## config.mk

```make
export PLATFORM = sky130hd
export DESIGN_NAME = mandel_scan_ctrl
export DESIGN_NICKNAME = d
export VERILOG_FILES = /design/src/rtl/mandel_pkg.sv /design/src/rtl/mandel_raster_ctr.sv /design/src/rtl/mandel_scan_ctrl.sv
export SDC_FILE = /design/constraint.sdc
export NUM_CORES = 1
export LEC_CHECK = 0
export CAP_MARGIN = 20
export CORE_MARGIN = 2
export CORE_UTILIZATION = 47
export DETAILED_ROUTE_END_ITERATION = 12
export PLACE_DENSITY_LB_ADDON = 0.12
export SKIP_CTS_REPAIR_TIMING = 1
export SLEW_MARGIN = 20
export SYNTH_ARGS = -nofsm -noshare
export SYNTH_HDL_FRONTEND = slang
export SYNTH_SLANG_ARGS = --single-unit
```

## constraint.sdc

```tcl
create_clock -name clk -period 1.7 [get_ports clk]
set_input_delay 0.34 -clock clk [delete_from_list [all_inputs] [get_ports clk]]
set_output_delay 0.34 -clock clk [all_outputs]
set_load 0.01 [all_outputs]
```

## src/rtl/mandel_pkg.sv

```systemverilog
`default_nettype none
// ============================================================================
// Module   : mandel_pkg
// Brief    : Shared scan-controller state encoding and default frame geometry
//            for the Mandelbrot renderer (controller, datapath, VGA writer).
// Revision : 1.0 - initial release
// ============================================================================
package mandel_pkg;

    localparam int unsigned c_WIDTH_DEF  = 160;
    localparam int unsigned c_HEIGHT_DEF = 120;
    localparam int unsigned c_ITERW_DEF  = 8;

    typedef enum logic [2:0] {
        ST_IDLE = 3'd0,
        ST_ROW  = 3'd1,
        ST_PIX  = 3'd2,
        ST_ITER = 3'd3,
        ST_PLOT = 3'd4,
        ST_NEXT = 3'd5,
        ST_DONE = 3'd6
    } scan_state_t;

endpackage
`default_nettype wire

```

## src/rtl/mandel_raster_ctr.sv

```systemverilog
`default_nettype none
// ============================================================================
// Module   : mandel_raster_ctr
// Brief    : px/py raster counters with clear / x_inc / y_inc strobes and
//            end-of-row / end-of-frame flags.
// Revision : 1.0 - initial release
// ============================================================================
module mandel_raster_ctr #(
    parameter int WIDTH  = 160,
    parameter int HEIGHT = 120,
    parameter int XW     = $clog2(WIDTH),
    parameter int YW     = $clog2(HEIGHT)
) (
    input  logic          clk,
    input  logic          rst,
    input  logic          clear,
    input  logic          x_inc,
    input  logic          y_inc,
    output logic [XW-1:0] px,
    output logic [YW-1:0] py,
    output logic          x_last,
    output logic          y_last
);

    localparam logic [XW-1:0] c_X_LAST = XW'(WIDTH - 1);
    localparam logic [YW-1:0] c_Y_LAST = YW'(HEIGHT - 1);

    logic [XW-1:0] r_px;
    logic [YW-1:0] r_py;

    // A new row always restarts at column 0
    always_ff @(posedge clk or negedge rst) begin
        if (!rst) begin
            r_px <= '0;
            r_py <= '0;
        end else if (clear) begin
            r_px <= '0;
            r_py <= '0;
        end else if (y_inc) begin
            r_px <= '0;
            r_py <= r_py + YW'(1);
        end else if (x_inc) begin
            r_px <= r_px + XW'(1);
        end
    end

    assign px     = r_px;
    assign py     = r_py;
    assign x_last = (r_px == c_X_LAST);
    assign y_last = (r_py == c_Y_LAST);

endmodule
`default_nettype wire

```

## src/rtl/mandel_scan_ctrl.sv

```systemverilog
`default_nettype none
// ============================================================================
// Module   : mandel_scan_ctrl
// Brief    : Raster / escape-time controller sequencing the z/c datapath and
//            presenting finished pixels over a valid/ready handshake.
//            Optional MANDEL_SCAN_ABORT_EN adds an abort input.
// Revision : 1.0 - initial release
// ============================================================================
module mandel_scan_ctrl
    import mandel_pkg::*;
#(
    parameter int WIDTH  = c_WIDTH_DEF,
    parameter int HEIGHT = c_HEIGHT_DEF,
    parameter int XW     = $clog2(WIDTH),
    parameter int YW     = $clog2(HEIGHT),
    parameter int ITERW  = c_ITERW_DEF
) (
    input  logic             clk,
    input  logic             rst,
    input  logic             start,
    input  logic [ITERW-1:0] max_iter,
    output logic             dp_row,
    output logic             dp_init,
    output logic             dp_step,
    input  logic             dp_escaped,
    output logic [XW-1:0]    px,
    output logic [YW-1:0]    py,
    output logic [ITERW-1:0] pcolour,
    output logic             in_set,
    output logic             plot_valid,
    input  logic             plot_ready,
    output logic             busy,
    output logic             done
`ifdef MANDEL_SCAN_ABORT_EN
    ,
    input  logic             abort
`endif
);

    scan_state_t      r_state;
    scan_state_t      w_state_nxt;
    logic [ITERW-1:0] r_n;
    logic [ITERW-1:0] r_miter;
    logic [ITERW-1:0] r_pcolour;
    logic             r_in_set;

    logic w_clear;
    logic w_x_inc;
    logic w_y_inc;
    logic w_x_last;
    logic w_y_last;
    logic w_cap;
    logic w_term;
    logic w_busy;
    logic w_abort;

    mandel_raster_ctr #(
        .WIDTH  (WIDTH),
        .HEIGHT (HEIGHT),
        .XW     (XW),
        .YW     (YW)
    ) u_raster (
        .clk    (clk),
        .rst    (rst),
        .clear  (w_clear),
        .x_inc  (w_x_inc),
        .y_inc  (w_y_inc),
        .px     (px),
        .py     (py),
        .x_last (w_x_last),
        .y_last (w_y_last)
    );

    assign w_busy = (r_state != ST_IDLE) && (r_state != ST_DONE);
    assign w_cap  = (r_n == r_miter);
    assign w_term = dp_escaped || w_cap;

`ifdef MANDEL_SCAN_ABORT_EN
    assign w_abort = abort && w_busy;
`else
    assign w_abort = 1'b0;
`endif

    always_comb begin
        w_state_nxt = r_state;
        w_clear     = 1'b0;
        w_x_inc     = 1'b0;
        w_y_inc     = 1'b0;
        dp_row      = 1'b0;
        dp_init     = 1'b0;
        dp_step     = 1'b0;
        plot_valid  = 1'b0;
        done        = 1'b0;
        case (r_state)
            ST_IDLE: begin
                if (start) begin
                    w_clear     = 1'b1;
                    w_state_nxt = ST_ROW;
                end
            end
            ST_ROW: begin
                dp_row      = 1'b1;
                w_state_nxt = ST_PIX;
            end
            ST_PIX: begin
                dp_init     = 1'b1;
                w_state_nxt = ST_ITER;
            end
            ST_ITER: begin
                if (w_term) begin
                    w_state_nxt = ST_PLOT;
                end else begin
                    dp_step = 1'b1;
                end
            end
            ST_PLOT: begin
                plot_valid = 1'b1;
                if (plot_ready) begin
                    if (w_x_last) begin
                        w_state_nxt = ST_NEXT;
                    end else begin
                        w_x_inc     = 1'b1;
                        w_state_nxt = ST_PIX;
                    end
                end
            end
            ST_NEXT: begin
                if (w_y_last) begin
                    w_state_nxt = ST_DONE;
                end else begin
                    w_y_inc     = 1'b1;
                    w_state_nxt = ST_ROW;
                end
            end
            ST_DONE: begin
                done = 1'b1;
                if (start) begin
                    w_clear     = 1'b1;
                    w_state_nxt = ST_ROW;
                end
            end
            default: begin
                w_state_nxt = ST_IDLE;
            end
        endcase
        // Abort wins over everything, including a same-cycle handshake
        if (w_abort) begin
            w_state_nxt = ST_IDLE;
            w_x_inc     = 1'b0;
            w_y_inc     = 1'b0;
            w_clear     = 1'b0;
        end
    end

    always_ff @(posedge clk or negedge rst) begin
        if (!rst) begin
            r_state   <= ST_IDLE;
            r_n       <= '0;
            r_miter   <= '0;
            r_pcolour <= '0;
            r_in_set  <= 1'b0;
        end else begin
            r_state <= w_state_nxt;
            if (w_clear) begin
                r_miter <= max_iter;
            end
            if (r_state == ST_PIX) begin
                r_n <= '0;
            end else if (dp_step) begin
                r_n <= r_n + ITERW'(1);
            end
            if ((r_state == ST_ITER) && w_term) begin
                r_pcolour <= r_n;
                r_in_set  <= !dp_escaped;
            end
        end
    end

    assign busy    = w_busy;
    assign pcolour = plot_valid ? r_pcolour : '0;
    assign in_set  = plot_valid && r_in_set;

endmodule
`default_nettype wire
```

**Yosys cells after proc, flatten, opt, wreduce, memory -nomap -nowiden**

Index checks and enable logic that the tools add are counted.

- Flip-flop bits (word level): 43
- Input port bits: 13
- Logic and storage cells: 62

- $add $sub $neg: 3
- Eq/ne operators: 13
- Muxes and demuxes: 27
- Reduce and logical (&&, ||, !) cells: 12

Operators with widths:

| kind | number |
|---|---|
| 8-bit two-way mux | 6 |
| 3-bit one-hot mux with 6 select lines | 1 |
| 8-bit by 1-bit adder with 8-bit output, second input constant | 2 |
| 3-bit two-way mux | 5 |
| 7-bit two-way mux | 2 |
| 1-bit two-way mux | 13 |
| 3-bit equality test, second input constant | 3 |
| 8-bit equality test | 1 |
| 8-bit equality test, second input constant | 1 |
| 7-bit by 1-bit adder with 7-bit output, second input constant | 1 |
| 7-bit equality test, second input constant | 1 |
| 3-bit by 2-bit equality test with 1-bit output, second input constant | 2 |
| 3-bit nonzero test | 2 |
| 2-bit inequality test, second input constant | 2 |
| 2-bit nonzero test | 2 |
| 3-bit by 1-bit equality test with 1-bit output, second input constant | 1 |
| 1-bit logical AND | 3 |
| 3-bit zero test | 1 |
| 3-bit inequality test, second input constant | 1 |
| 3-bit AND reduction | 1 |
| 2-bit by 1-bit inequality test with 1-bit output, second input constant | 1 |
| 2-bit OR reduction | 1 |
| 1-bit zero test | 1 |
| 1-bit logical OR | 1 |

**Depth between registers and ports, before layout**

Gate-level depths: netlist (run 1).

- Depth after elaboration: 7
- Gate-level depth with buffers: 7
- Mapped depth without buffers: 6

**Hierarchy**

From an unflattened synthesis (run 1), not the netlist that was laid out.

- Cell total of the unflattened synthesis: 224
- Area, all modules: 2,290.9 um^2

By module, submodules not included:

| module | times used | cells each | area each (um^2) |
|---|---|---|---|
| mandel_scan_ctrl | 1 | 147 | 1,524.0 |
| mandel_raster_ctr | 1 | 77 | 767.0 |

**Worst setup path after synthesis (run 1)**

Ideal clock, no wire load.

- Kind: register to register
- Start: register u_raster.r_px[0], in the netlist u_raster.px[0]
- End: register r_state[1]
- Arrival time: 1.582 ns
- Data required time: 1.574 ns
- Path slack: -0.008 ns
- Cell stages (with the launch flop): 6
- Path buffers: 0
- Path through: dfrtp_1 > ha_1 > nor4bb_1 > and2_1 > o21ai_0 > o32a_1

- Word-level cells in the longest chain between the ends: 4

RTL lines:

| item | RTL line | RTL |
|---|---|---|
| start, declared | mandel_raster_ctr.sv:28 | `logic [XW-1:0] r_px;` |
| start signal, assigned | mandel_raster_ctr.sv:43 | `r_px <= r_px + XW'(1);` |
| 8-bit equality test | mandel_raster_ctr.sv:49 | `assign x_last = (r_px == c_X_LAST);` |
| 3-bit two-way mux | mandel_scan_ctrl.sv:119 | `if (w_x_last) begin` |
| 3-bit two-way mux | mandel_scan_ctrl.sv:118 | `if (plot_ready) begin` |
| 3-bit one-hot mux with 6 select lines | mandel_scan_ctrl.sv:94 | `case (r_state)` |
| end signal, assigned | mandel_scan_ctrl.sv:163 | `r_state <= w_state_nxt;` |
| end, declared | mandel_scan_ctrl.sv:40 | `scan_state_t r_state;` |

No other way between the ends. The select of a mux whose other input is x is not followed.
A chain may end at the register's enable or synchronous reset.

**Worst setup path in the final report (run 1)**

- Start: register r_state[0]
- End: output port pcolour[5]

- Word-level cells in the longest chain between the ends: 3

RTL lines:

| item | RTL line | RTL |
|---|---|---|
| 3-bit equality test | mandel_scan_ctrl.sv:94 |  |
| 1-bit two-way mux | mandel_scan_ctrl.sv:94 |  |
| 8-bit two-way mux | mandel_scan_ctrl.sv:180 | `assign pcolour = plot_valid ? r_pcolour : '0;` |
| end, declared | mandel_scan_ctrl.sv:28 | `output logic [ITERW-1:0] pcolour,` |

No other way between the ends.

==> results of run 1 <==
## sequential cells by signal, summed over array words and instances (netlist names)
register / cells
r_n: 8
r_miter: 8
u_raster.px: 8
r_in_set: 1
r_state: 3
u_raster.py: 7
r_pcolour: 8
## cells in the final DEF, fill, tap and decap left out, types with 7 or more instances in the layout
cell type and count:
and2_4 9, buf_4 51, buf_6 25, clkdlybuf4s50_1 24, dfrtp_1 41, mux2_4 16, nand2_1 15, nand4_1 7
nor2_1 18, xor2_1 12
## logic make-up after synthesis
| group | share of synthesized area, % |
|---|---|
| multiplexers | 12.2 |
| adder cells (fa/ha/maj) | 1.60 |
| flip-flops | 45.9 |
| AND/OR/NAND/NOR | 21.3 |
| XOR/XNOR | 7.85 |
| AO/OA/AOI/OAI | 7.59 |
| buffers and inverters | 3.53 |
## how the worst max path moves through the flow
stage | from | end | slack [ns] | depth (start not counted)
2_1_floorplan | u_raster.py[0] | u_raster.py[0] | 0.03 | 7
3_3_place_gp | dp_escaped | dp_step | -0.31 | 5
3_5_place_dp | dp_escaped | dp_step | -0.35 | 5
4_1_cts | r_state[1] | pcolour[5] | -0.56 | 4
5_1_grt | r_state[0] | pcolour[5] | -0.26 | 6
6_report | r_state[0] | pcolour[5] | -0.21 | 6
## metal layers
metal | wire length (um) | vias to the layer above | global-route usage (%)
met5 | 0 | - | 0
met4 | 155 | 0 | 7.14
met3 | 259 | 15 | 4.74
met2 | 3200 | 52 | 34.4
met1 | 2530 | 1020 | 25.0
li1 | - | 975 | -
## worst reg2reg max path, cell delays in order (launching register included)
cell,delay (ns)
dfrtp_1,0.42
xnor2_2,0.20
nand4_2,0.20
buf_6,0.18
nor2_4,0.08
o21a_1,0.21
buf_12,0.16
mux2_4,0.30
## power by group through the flow
stage / Combinational, W / Clock, W / Sequential [W]
after floorplan: 0.00113 / 0 / 0.00144
after global placement: 0.00205 / 0 / 0.00140
after detailed placement: 0.00208 / 0 / 0.00141
after CTS: 0.00209 / 0.000855 / 0.00139
after global routing: 0.00302 / 0.000903 / 0.00147
final: 0.00284 / 0.000841 / 0.00144
## per-stage QoR
step           hold WS, ns  total power [W]  std cells  setup WS (ns)  TNS [ns]
2_1_floorplan       0.0444          0.00257        219         0.0258         0
3_3_place_gp         0.304          0.00345        366         -0.309     -3.68
3_5_place_dp         0.307          0.00349        366         -0.347     -4.59
4_1_cts            -0.0285          0.00434        374         -0.560     -9.54
5_1_grt              0.545          0.00539        397         -0.262     -5.21
6_report             0.510          0.00512        397         -0.214     -2.98
## final cells by class
cell class | count | area [um^2] | area share [%]
tap | 67 | 83.8 | 2.26
inverter | 8 | 30.0 | 0.808
sequential | 43 | 1080 | 29.0
multi-input combinational | 160 | 1380 | 37.2
timing repair buffer | 111 | 1020 | 27.6
clock inverter | 2 | 35.0 | 0.943
clock buffer | 6 | 82.6 | 2.22
==> summary.txt, run 1 <==
Routing
  • DR vias: 2062
  • Drt pass-1 iters: 4
  • DRC: 0
  • WL final: around 6100 um
  • Vias/cell: between 5 and 6
  • Post-route antenna net violation count: 0
  • Per-cell routed wire length: around 15 um
  • DRT iter0 DRCs: roughly 100

Yosys
  • Dominant synthesized flop cell: dfrtp_1
  • Count leader, synth: dfrtp_1
  • Number of synthesized flops with an enable pin: 0
  • Yosys synthesis warning count: 0
  • Unique masters post-synth: between 40 and 50
  • Post-Syn Instances: about 220
  • Post-Syn Area: approximately 2300 um^2
  • Leading area contributor after synthesis: dfrtp_1
  • Most frequent cells after synthesis: dfrtp_1 (43), nor2_1 (20), nand2_1 (16)
  • Ys async rst share: 100%
  • Syn_area_per_cell: around 11 um^2
  • Synthesized Nets: 235
  • Register area share after synthesis: 45.9%
  • Synth area leaders: dfrtp_1 (46%), mux2_4 (7.7%), xor2_1 (4.5%)
  • #FFs+latches synth: 43
  • Top-area cell type share of the netlist area: between 40% and 50%

Power
  • Pleak: 1.79 nW
  • Switching share of power: between 30% and 40%
  • Seq pwr share: roughly 28%
  • PwrDens: 1380 nW/um^2
  • VDD IR max: 0.855 mV
  • Pint: between 0.003 and 0.004 W
  • Clock power share: between 10% and 20%
  • P_sw: between 0.0015 and 0.002 W
  • Combinational Power Share: 55.4%

Critical path
  • CP Class: flop to output pin
  • Worst flop-to-flop path endpoint: r_pcolour[2]
  • CP required: 1.36 ns
  • CP max-delay cell: dfrtp_1
  • Critical path arrival: 1.57 ns
  • Reg2reg setup slack: -0.16 ns
  • Crit Path Max Fanout: 4
  • Critical path buffers and inverters: 4
  • CP dominant cell by count: buf_6
  • CP Cell Sequence: nor3b_4, buf_4, buf_6, buf_6, and2_4, buf_6
  • Reg2reg path depth: 7
  • Crit path largest cell delay: ~0.42 ns
  • Setup crit end kind: output pin
  • CP Launch Type: flop
  • Worst R2R Start: r_miter[7]
  • Family with the most delay on the worst path: buffers and inverters

Layout
  • Finished Core Util: between 70% and 80%
  • Post-route design area: 3720 um^2
  • Area Growth Syn to Fin: 58.7%
  • Final net count: about 350
  • Fillers: around 310
  • Number of antenna diodes: 0
  • Share of layout cells above drive strength 1: around 45%

Clocking
  • CTS buffer count: 5
  • CTS max path bufs: 2
  • Clk slew on worst S/H paths: around 0.08 ns
  • Clock Latency Late Sink: 0.30 ns
  • CTS tree: done
  • Clock sinks: 43
  • Root buffer cell: clkbuf_8
  • CTS H-tree lvls: 2

STA
  • Period Utilization, post-route: 113%
  • Max Fclk: around 0.52 GHz
  • Final worst slack: -0.214 ns
  • Fin. Hold Viols: 0
  • Max Slew Vio Count: 0
  • Worst-Margin Slew: between 0.4 and 0.5 ns
  • Period minus WS final: around 1.9 ns
  • Clk_skew: 0.00366 ns
  • Count of final setup violators: 31
  • Relative slew slack: between 70% and 80%
  • RSZ-0062 raised after global routing: yes

Floorplan
  • Initial core utilization: between 40% and 50%
  • Die Span Y: between 70 and 80 um
  • DIE WIDTH: 74.6 um
  • I/O pin count: 43
  • CORE AREA: ~4800 um^2
  • Die area: between 5000 and 6000 um^2
  • Rows: 25

Global route
  • Grt ovf: 0
  • Total GRT Usage: about a fifth
  • Vias in the first global route: 1850
  • First-pass GRT wire length: between 8000 and 9000 um
  • Initial antenna violation count: 0
  • Pin count of the biggest net entering global routing: 27

Placed design
  • Area post-placement: about 3200 um^2
  • Dpl hpwl: 3770 um
  • IO Port Bufs: 42
  • Placer Congestion: about 0.82

Run status
  • Failing checks: setup timing
  • Status: complete, but fails checks

Worst hold path
  • Hold Crit Class: input port to async pin

Flow run
  • # Max-Cap Violations: 0
No activity file was read; power rests on OpenSTA's default activity.
==> run 2, diff against run 1 <==
--- a/config.mk
+++ b/config.mk
@@ -5,13 +5,12 @@
 export SDC_FILE = /design/constraint.sdc
 export NUM_CORES = 1
 export LEC_CHECK = 0
+export ABC_CLOCK_PERIOD_IN_PS = 1700
 export CAP_MARGIN = 20
 export CORE_MARGIN = 2
 export CORE_UTILIZATION = 47
 export DETAILED_ROUTE_END_ITERATION = 12
 export PLACE_DENSITY_LB_ADDON = 0.12
-export SKIP_CTS_REPAIR_TIMING = 1
-export SLEW_MARGIN = 20
 export SYNTH_ARGS = -nofsm -noshare
 export SYNTH_HDL_FRONTEND = slang
 export SYNTH_SLANG_ARGS = --single-unit
==> run 2 against run 1 <==
Clock power grew 2%; the run still ends with setup timing left; worst setup slack gained 0.043 ns; sequential power about the same; sequential share of layout area fell by 0.63 points; die area is the same; power increased by 3.7%; cell count rose by 1.3%; via count increased by 2.7%; largest power group unchanged; first-iteration DRC count rose by 14%; core utilization grew 1.6 points; flip-flop and latch count unchanged.
==> summary.txt, run 2 (synthesized netlist as in run 1, its figures left out) <==
Run status
  • Status: complete, but fails checks (unchanged)
  • Failing checks: setup timing (unchanged)

STA
  • Period minus WS final: 1.87 ns (was 1.91 ns)
  • RSZ-0062 raised after global routing: yes (unchanged)
  • Worst-Margin Slew: 0.435 ns (was 0.449 ns)
  • Relative slew slack: 70.6% (was 70.0%)
  • Max Slew Vio Count: 0 (unchanged)
  • Fin. Hold Viols: 0 (unchanged)
  • Clk_skew: 0.00445 ns (was 0.00366 ns)
  • Max Fclk: 0.535 GHz (was 0.523 GHz)
  • Final worst slack: -0.171 ns (was -0.214 ns)
  • Period Utilization, post-route: 110% (was 113%)
  • Count of final setup violators: 28 (was 31)

Critical path
  • Crit Path Max Fanout: 2 (was 4)
  • CP required: 1.36 ns (about the same)
  • CP Cell Sequence: xnor2_1, nand4_2, o21ai_4, inv_2, buf_6 (was nor3b_4, buf_4, buf_6, buf_6, and2_4, buf_6)
  • CP Launch Type: flop (unchanged)
  • CP Class: flop to output pin (unchanged)
  • Setup crit end kind: output pin (unchanged)
  • CP max-delay cell: dfrtp_1 (unchanged)
  • Crit path largest cell delay: 0.41 ns (was 0.42 ns)
  • Critical path arrival: 1.53 ns (was 1.57 ns)

Floorplan
  • DIE WIDTH: 74.6 um (unchanged)
  • Die area: 5560 um^2 (unchanged)
  • I/O pin count: 43 (unchanged)
  • Initial core utilization: 49.3% (unchanged)
  • Die Span Y: 74.6 um (unchanged)
  • CORE AREA: 4750 um^2 (unchanged)
  • Rows: 25 (unchanged)

Clocking
  • CTS buffer count: 5 (unchanged)
  • CTS max path bufs: 2 (unchanged)
  • CTS tree: done (unchanged)
  • CTS H-tree lvls: 2 (unchanged)
  • Clk slew on worst S/H paths: 0.09 ns (was 0.08 ns)
  • Clock Latency Late Sink: 0.31 ns (was 0.30 ns)
  • Clock sinks: 43 (unchanged)
  • Root buffer cell: clkbuf_8 (unchanged)

Routing
  • Per-cell routed wire length: 16.6 um (was 15.5 um)
  • Vias/cell: 5.27 (was 5.19)
  • DR vias: 2118 (was 2062)
  • Post-route antenna net violation count: 0 (unchanged)
  • Drt pass-1 iters: 4 (unchanged)
  • WL final: 6680 um (was 6140 um)
  • DRC: 0 (unchanged)
  • DRT iter0 DRCs: 119 (was 104)

Flow run
  • # Max-Cap Violations: 0 (unchanged)

Layout
  • Number of antenna diodes: 0 (unchanged)
  • Final net count: 350 (was 345)
  • Commonest cells after routing, fill and taps aside: buf_4 (50), dfrtp_1 (43), buf_6 (30) (was buf_4 (51), dfrtp_1 (41), buf_6 (25))
  • Most frequent standard cell in the layout excluding fill and tap cells: buf_4 (unchanged)
  • Share of layout cells above drive strength 1: 46.3% (was 45.2%)
  • Area Growth Syn to Fin: 61.8% (was 58.7%)
  • Finished Core Util: 79.7% (was 78.2%)

Global route
  • Initial antenna violation count: 0 (unchanged)
  • Grt ovf: 0 (unchanged)
  • Total GRT Usage: 23.4% (was 20.1%)
  • Pin count of the biggest net entering global routing: 27 (unchanged)
  • First-pass GRT wire length: 9630 um (was 8380 um)
  • Vias in the first global route: 2092 (was 1850)

Power
  • PwrDens: 1400 nW/um^2 (was 1380 nW/um^2)
  • Pleak: 1.81 nW (was 1.79 nW)
  • VDD IR max: 0.878 mV (was 0.855 mV)

Worst hold path
  • Hold Crit Class: input port to async pin (unchanged)

Placed design
  • Setup WS pre-CTS: -0.347 ns (unchanged)
  • Dpl hpwl: 3770 um (unchanged)
  • IO Port Bufs: 42 (unchanged)
  • Placer Congestion: 0.815 (unchanged)
[run 2: cell types whose count changed in the layout (fill, tap and decap cells not counted), sizes merged]
cell	delta
clkbuf	-1
buf	+6
[run 2: critical path, delay by kind of cell, from the launching register on]
family,cells,cell delay [ns]
AOI/OAI and AO/OA,1,0.22
xor gates and xnor gates,1,0.19
buffers and inverters,2,0.20
DFF,1,0.41
and+or+nand+nor,1,0.20
[run 2: worst paths after layout]
path / end / cells after the start / startpoint / slack (ns)
min in group clk: r_pcolour[7] / 1 / r_pcolour[7] / 0.52
max in group asynchronous: u_raster.px[7] / 3 / rst / 0.70
hold reg to reg: r_pcolour[7] / 1 / r_pcolour[7] / 0.52
setup / recovery: dp_step / 5 / r_miter[2] / -0.17
hold / removal: r_miter[4] / 2 / rst / 0.50
setup reg to reg: u_raster.px[5] / 9 / r_state[1] / -0.16
[run 2: where the power goes]
group          total (W)  switching (W)  internal, W
Sequential       0.00143       0.000185      0.00124
Clock           0.000854       0.000378     0.000476
Combinational    0.00303        0.00131      0.00172
Total            0.00531        0.00187      0.00344
[run 2: timing repair]
| item | 4_1_cts | 5_1_grt |
|---|---|---|
| pin swaps | 20 | 27 |
| hold buffers | 1 | 0 |
| hold endpoints to repair | 17 | 0 |
| gates resized for setup | 100 | 43 |
| endpoints found under the setup margin | 32 | 55 |
| setup buffers | 16 | 15 |
| gates cloned | 1 | 0 |
[run 2: final cells by class]
cell class,instances,area (um^2)
multi-input cells,160,1390
repair buffers,116,1090
flip-flops and latches,43,1080
fillers,297,965
well taps,67,83.8
clock buffers,6,82.6
clock inverters,2,35.0
inverters,8,30.0
[run 2: per-layer routing]
metal  routed length [um]  vias to the layer above  global-route usage [%]  share of wire, %
met1                 2760                     1068                    28.6                41
met3                  226                        9                    3.52               3.4
met5                    0                        -                       0                 0
met4                  125                        0                    11.9               1.9
met2                 3570                       50                    40.1                53
li1                     -                      991                       -                 -
[run 2: per-stage QoR]
| stage | instances | setup TNS, ns | cell area [um^2] | hold slack, ns | total power [W] |
|---|---|---|---|---|---|
| final | 402 | -2.99 | 3790 | 0.501 | 0.00531 |
| after global routing | 402 | -4.75 | 3790 | 0.544 | 0.00556 |
| after detailed placement | 366 | -4.59 | 3170 | 0.307 | 0.00349 |
| after global placement | 366 | -3.68 | 3170 | 0.304 | 0.00345 |
| after floorplan | 219 | 0 | 2350 | 0.0444 | 0.00257 |
| after CTS | 392 | -3.04 | 3590 | 0.509 | 0.00487 |
==> RTL edit 1, RTL diff (settings of run 1) <==
Add a define of `MANDEL_SCAN_ABORT_EN`.
--- a/src/rtl/mandel_scan_ctrl.sv
+++ b/src/rtl/mandel_scan_ctrl.sv
@@ -6,6 +6,8 @@
 //            Optional MANDEL_SCAN_ABORT_EN adds an abort input.
 // Revision : 1.0 - initial release
 // ============================================================================
+`define MANDEL_SCAN_ABORT_EN
+
 module mandel_scan_ctrl
     import mandel_pkg::*;
 #(
Interface: changed (added abort); port bits go from 43 to 44. The function was not compared with the original's and may differ.
==> RTL edit 1 against run 1 <==
  * The run still ends with setup timing left
  * Worst hold slack worse by 0.029 ns
  * Wire length rose by 16%
  * Area after synthesis increased by 2.0%
  * Sequential cell count stayed put
  * Worst setup slack lost 0.021 ns
  * Highest routed layer unchanged
  * Design area increased by 5.8%
  * Largest cell class unchanged
  * First-iteration DRC count rose by 110%
  * Sequential power shrank 6%
  * Count of clock-buffer cells in the layout fell by 1
  * Total power down 20%
==> RTL edit 1: results <==
group,metric,value,unit
logic_synthesis,syn_nets,248,
power,p_leak,1.80,nW
power,power_density,1040,nW/µm²
setup_path,regToRegSetupSlack,-0.23,ns
setup_path,rr_endpoint,"u_raster.px[1]",
place,placed_area,3340,µm²
grt,grt_usage,0.225,
place,numPortBuffers,43,
power,p_sw_frac,0.330,
grt,grt_start_max_net_pins,29,
timing,hold_ws,0.481,ns
layout,final-instance-count-excl-fill,420,
power,vdd_ir_drop_max,0.868,mV
logic_synthesis,synthAdderAreaFrac,0.0157,
grt,met2_usage,0.337,
timing,setup_viol,42,
status,status,"complete, but fails checks",
layout,num-fill-cells,308,
logic_synthesis,syn_area_per_cell,10.3,µm²
layout,layout.nets,369,
setup_path,start_kind,"register",
route,wl_met3,359,µm
setup_path,reg2reg_depth,8,
route,vias,2300,
status,violations,"setup timing",
logic_synthesis,seq_area_frac_synth,0.450,
timing,setup_ws,-0.234,ns
logic_synthesis,synthXorXnorAreaFrac,0.0843,
logic_synthesis,synth.distinct_cells,53,
place,routabilityCongestion,0.950,
grt,grt_pass1_wl,9470,µm
grt,grt_use_met1,0.336,
power,comb_power_share,0.469,
timing,finalSetupTns,-3.25,ns
place,preCtsSetupSlack,-0.294,ns
grt,first_global_vias,1966,
power,p_clk_frac,0.200,
place,dp_hpwl,4370,µm
logic_synthesis,synthTopCellsByArea,"dfrtp_1 45%, mux2_1 7.5%, xnor2_1 5.1%",
logic_synthesis,synthMuxAreaShare,0.0969,
timing,worstMarginPinSlew,0.398,ns
setup_path,worstPathArrival,2.14,ns
logic_synthesis,synth_commonest_cells,"43 x dfrtp_1, 26 x nor2_1, 16 x mux2_1",
route,wl_met2,3540,µm
grt,met3_usage,0.0357,
layout,drive_above_1_share,0.479,
setup_path,slowest_stage,"dfrtp_2",
route,met1Wirelength,3030,µm
place,dp.cells,389,
logic_synthesis,synth_compound_area_frac,0.0969,
timing,skew,0.0101,ns
RTL edit 1: cells by family (layout without fill, tap and decap cells):
| family | Yosys count | after routing |
|---|---|---|
| AO/OA/AOI/OAI | 30 | 30 |
| XOR/XNOR | 23 | 23 |
| adder cells (fa/ha/maj) | 3 | 3 |
| buffers and inverters | 19 | 141 |
| flip-flops | 43 | 43 |
| multiplexers | 21 | 21 |
| AND/OR/NAND/NOR | 92 | 92 |
RTL edit 1: cell type report:
| class | instances | area, µm² | share of cell area |
|---|---|---|---|
| clock buffers | 5 | 68.8 | 0.0175 |
| clock inverters | 3 | 43.8 | 0.0111 |
| inverters | 7 | 30.0 | 0.00764 |
| multi-input cells | 169 | 1470 | 0.375 |
| flip-flops and latches | 43 | 1080 | 0.275 |
| well taps | 67 | 83.8 | 0.0213 |
| repair buffers | 126 | 1150 | 0.292 |
==> RTL edit 2, RTL diff (flow settings as in run 1) <==
Without the edit above. The 7 states of `scan_state_t` get a one-hot encoding in 7 bits.
--- a/src/rtl/mandel_pkg.sv
+++ b/src/rtl/mandel_pkg.sv
@@ -11,14 +11,14 @@
     localparam int unsigned c_HEIGHT_DEF = 120;
     localparam int unsigned c_ITERW_DEF  = 8;
 
-    typedef enum logic [2:0] {
-        ST_IDLE = 3'd0,
-        ST_ROW  = 3'd1,
-        ST_PIX  = 3'd2,
-        ST_ITER = 3'd3,
-        ST_PLOT = 3'd4,
-        ST_NEXT = 3'd5,
-        ST_DONE = 3'd6
+    typedef enum logic [6:0] {
+        ST_IDLE = 7'b0000001,
+        ST_ROW  = 7'b0000010,
+        ST_PIX  = 7'b0000100,
+        ST_ITER = 7'b0001000,
+        ST_PLOT = 7'b0010000,
+        ST_NEXT = 7'b0100000,
+        ST_DONE = 7'b1000000
     } scan_state_t;
 
 endpackage
Formal check against the unedited RTL: no difference found for any inputs over 10 cycles, from zero or initial values and one cycle with rst low; not proved beyond that.
==> RTL edit 2 against run 1 <==
  * The run still ends with setup timing left
  * Sequential cell count increased by 4
  * Area after synthesis increased by 9.1%
  * Wire length is 21% higher
  * Total power grew 2.1%
  * Design area is 14% higher
  * Critical path depth is the same
  * Worst setup slack worse by 0.30 ns
  * Critical path type unchanged
  * Critical endpoint is now pcolour[7]
  * Highest routed layer unchanged
==> RTL edit 2: results <==
group,metric,value,unit
layout,layout.nets,369,
setup_path,crit_fanout,3,
timing,finalSetupTns,-15.80,ns
timing,skew,0.00585,ns
power,vdd_ir_drop_max,0.752,mV
grt,antenna_found_initial,0,
timing,hold_ws,0.507,ns
grt,grt_pass1_wl,9540,µm
clock_tree,clock_latency,0.30,ns
layout,antenna_cells,0,
timing,fmax,452,MHz
clock_tree,htree_levels,2,
worst_hold_path,hold_class,"primary input to asynchronous set/reset pin",
setup_path,reg2reg_depth,8,
layout,drive_above_1_share,0.525,
logic_synthesis,seq_area_frac_synth,0.461,
power,p_leak,1.92,nW
clock_tree,cts_buffer_depth,2,
timing,slew_headroom,0.702,
route,drtIter0Drc,102,
setup_path,slowest_stage,"or4_4",
setup_path,r2r-start,"r_state[4]",
place,placed_area,3420,µm²
place,preCtsSetupSlack,-0.571,ns
clock_tree,root_buffer,"clkbuf_8",
timing,setup_ws,-0.513,ns
clock_tree,cts-buffers-inserted,5,
setup_path,crit_family,"simple AND/OR/NAND/NOR gates",
setup_path,worstPathArrival,1.87,ns
clock_tree,clkTransAtPathRegs,0.09,ns
logic_synthesis,synth_commonest_cells,"46 x dfrtp_1, 19 x nor2_1, 16 x mux2_2",
setup_path,regToRegSetupSlack,-0.31,ns
grt,grt_usage,0.198,
timing,setup_viol,62,
place,dp_hpwl,4230,µm
logic_synthesis,async_flop_share,1.00,
route,drt-total-wl,7430,µm
status,status,"complete, but fails checks",
route,wl_per_cell,17.5,µm
logic_synthesis,synth.distinct_cells,51,
logic_synthesis,synthTopCellsByArea,"dfrtp_1 45%, mux2_2 7.0%, xor2_1 4.5%",
grt,grt_start_max_net_pins,22,
logic_synthesis,syn_nets,250,
route,dr.pass1.iters,4,
logic_synthesis,synth_warnings,0,
place,routabilityCongestion,0.853,
status,violations,"setup timing",
logic_synthesis,synthCells,234,
setup_path,slowest_delay,0.60,ns
grt,first_global_vias,2059,
route,viasPerCell,5.38,
place,dp.cells,383,
setup_path,rr_endpoint,"r_miter[0]",
place,numPortBuffers,42,
==> RTL edit 2: layout make-up <==
type                            count  area, µm²
Multi-Input combinational cell    170       1640
Clock buffer                        7       96.3
Tap cell                           70       87.6
Sequential cell                    47       1180
Inverter                            7       26.3
Clock inverter                      1       7.51
Fill cell                         305        940
Timing Repair Buffer              122       1190
==> RTL edit 2: cell families after synthesis <==
| kind of cell | share of synthesized area |
|---|---|
| simple gates | 0.223 |
| flops | 0.461 |
| compound gates | 0.100 |
| xor+xnor | 0.0857 |
| buf+inv | 0.0411 |
| mux | 0.0744 |
| fa+ha+maj | 0.0147 |
==> RTL edit 2: per-layer routing <==
layer	up-vias	wire (µm)	GRT usage
li1	1065	-	-
met1	1149	3340	0.284
met2	52	3760	0.314
met3	13	226	0.0360
met4	0	98	0.0446
met5	-	0	0
==> RTL edit 2: power breakdown <==
| group | switching (mW) | total [mW] | internal, mW | leakage, nW |
|---|---|---|---|---|
| clock | 0.378 | 0.748 | 0.370 | 0.0505 |
| combinational | 1.27 | 2.96 | 1.69 | 1.24 |
| sequential | 0.191 | 1.52 | 1.33 | 0.627 |
| total | 1.84 | 5.23 | 3.39 | 1.92 |
==> RTL edit 2: worst max path at each step <==
stage / startpoint / endpoint / slack, ns / cells after the start
floorplan: r_state[5] / pcolour[0] / -0.13 / 4
global placement: r_state[5] / pcolour[6] / -0.54 / 4
detailed placement: r_state[5] / pcolour[7] / -0.57 / 4
CTS: r_state[5] / pcolour[7] / -0.91 / 4
global route: r_state[2] / pcolour[4] / -0.57 / 6
finish: r_state[2] / pcolour[7] / -0.51 / 6
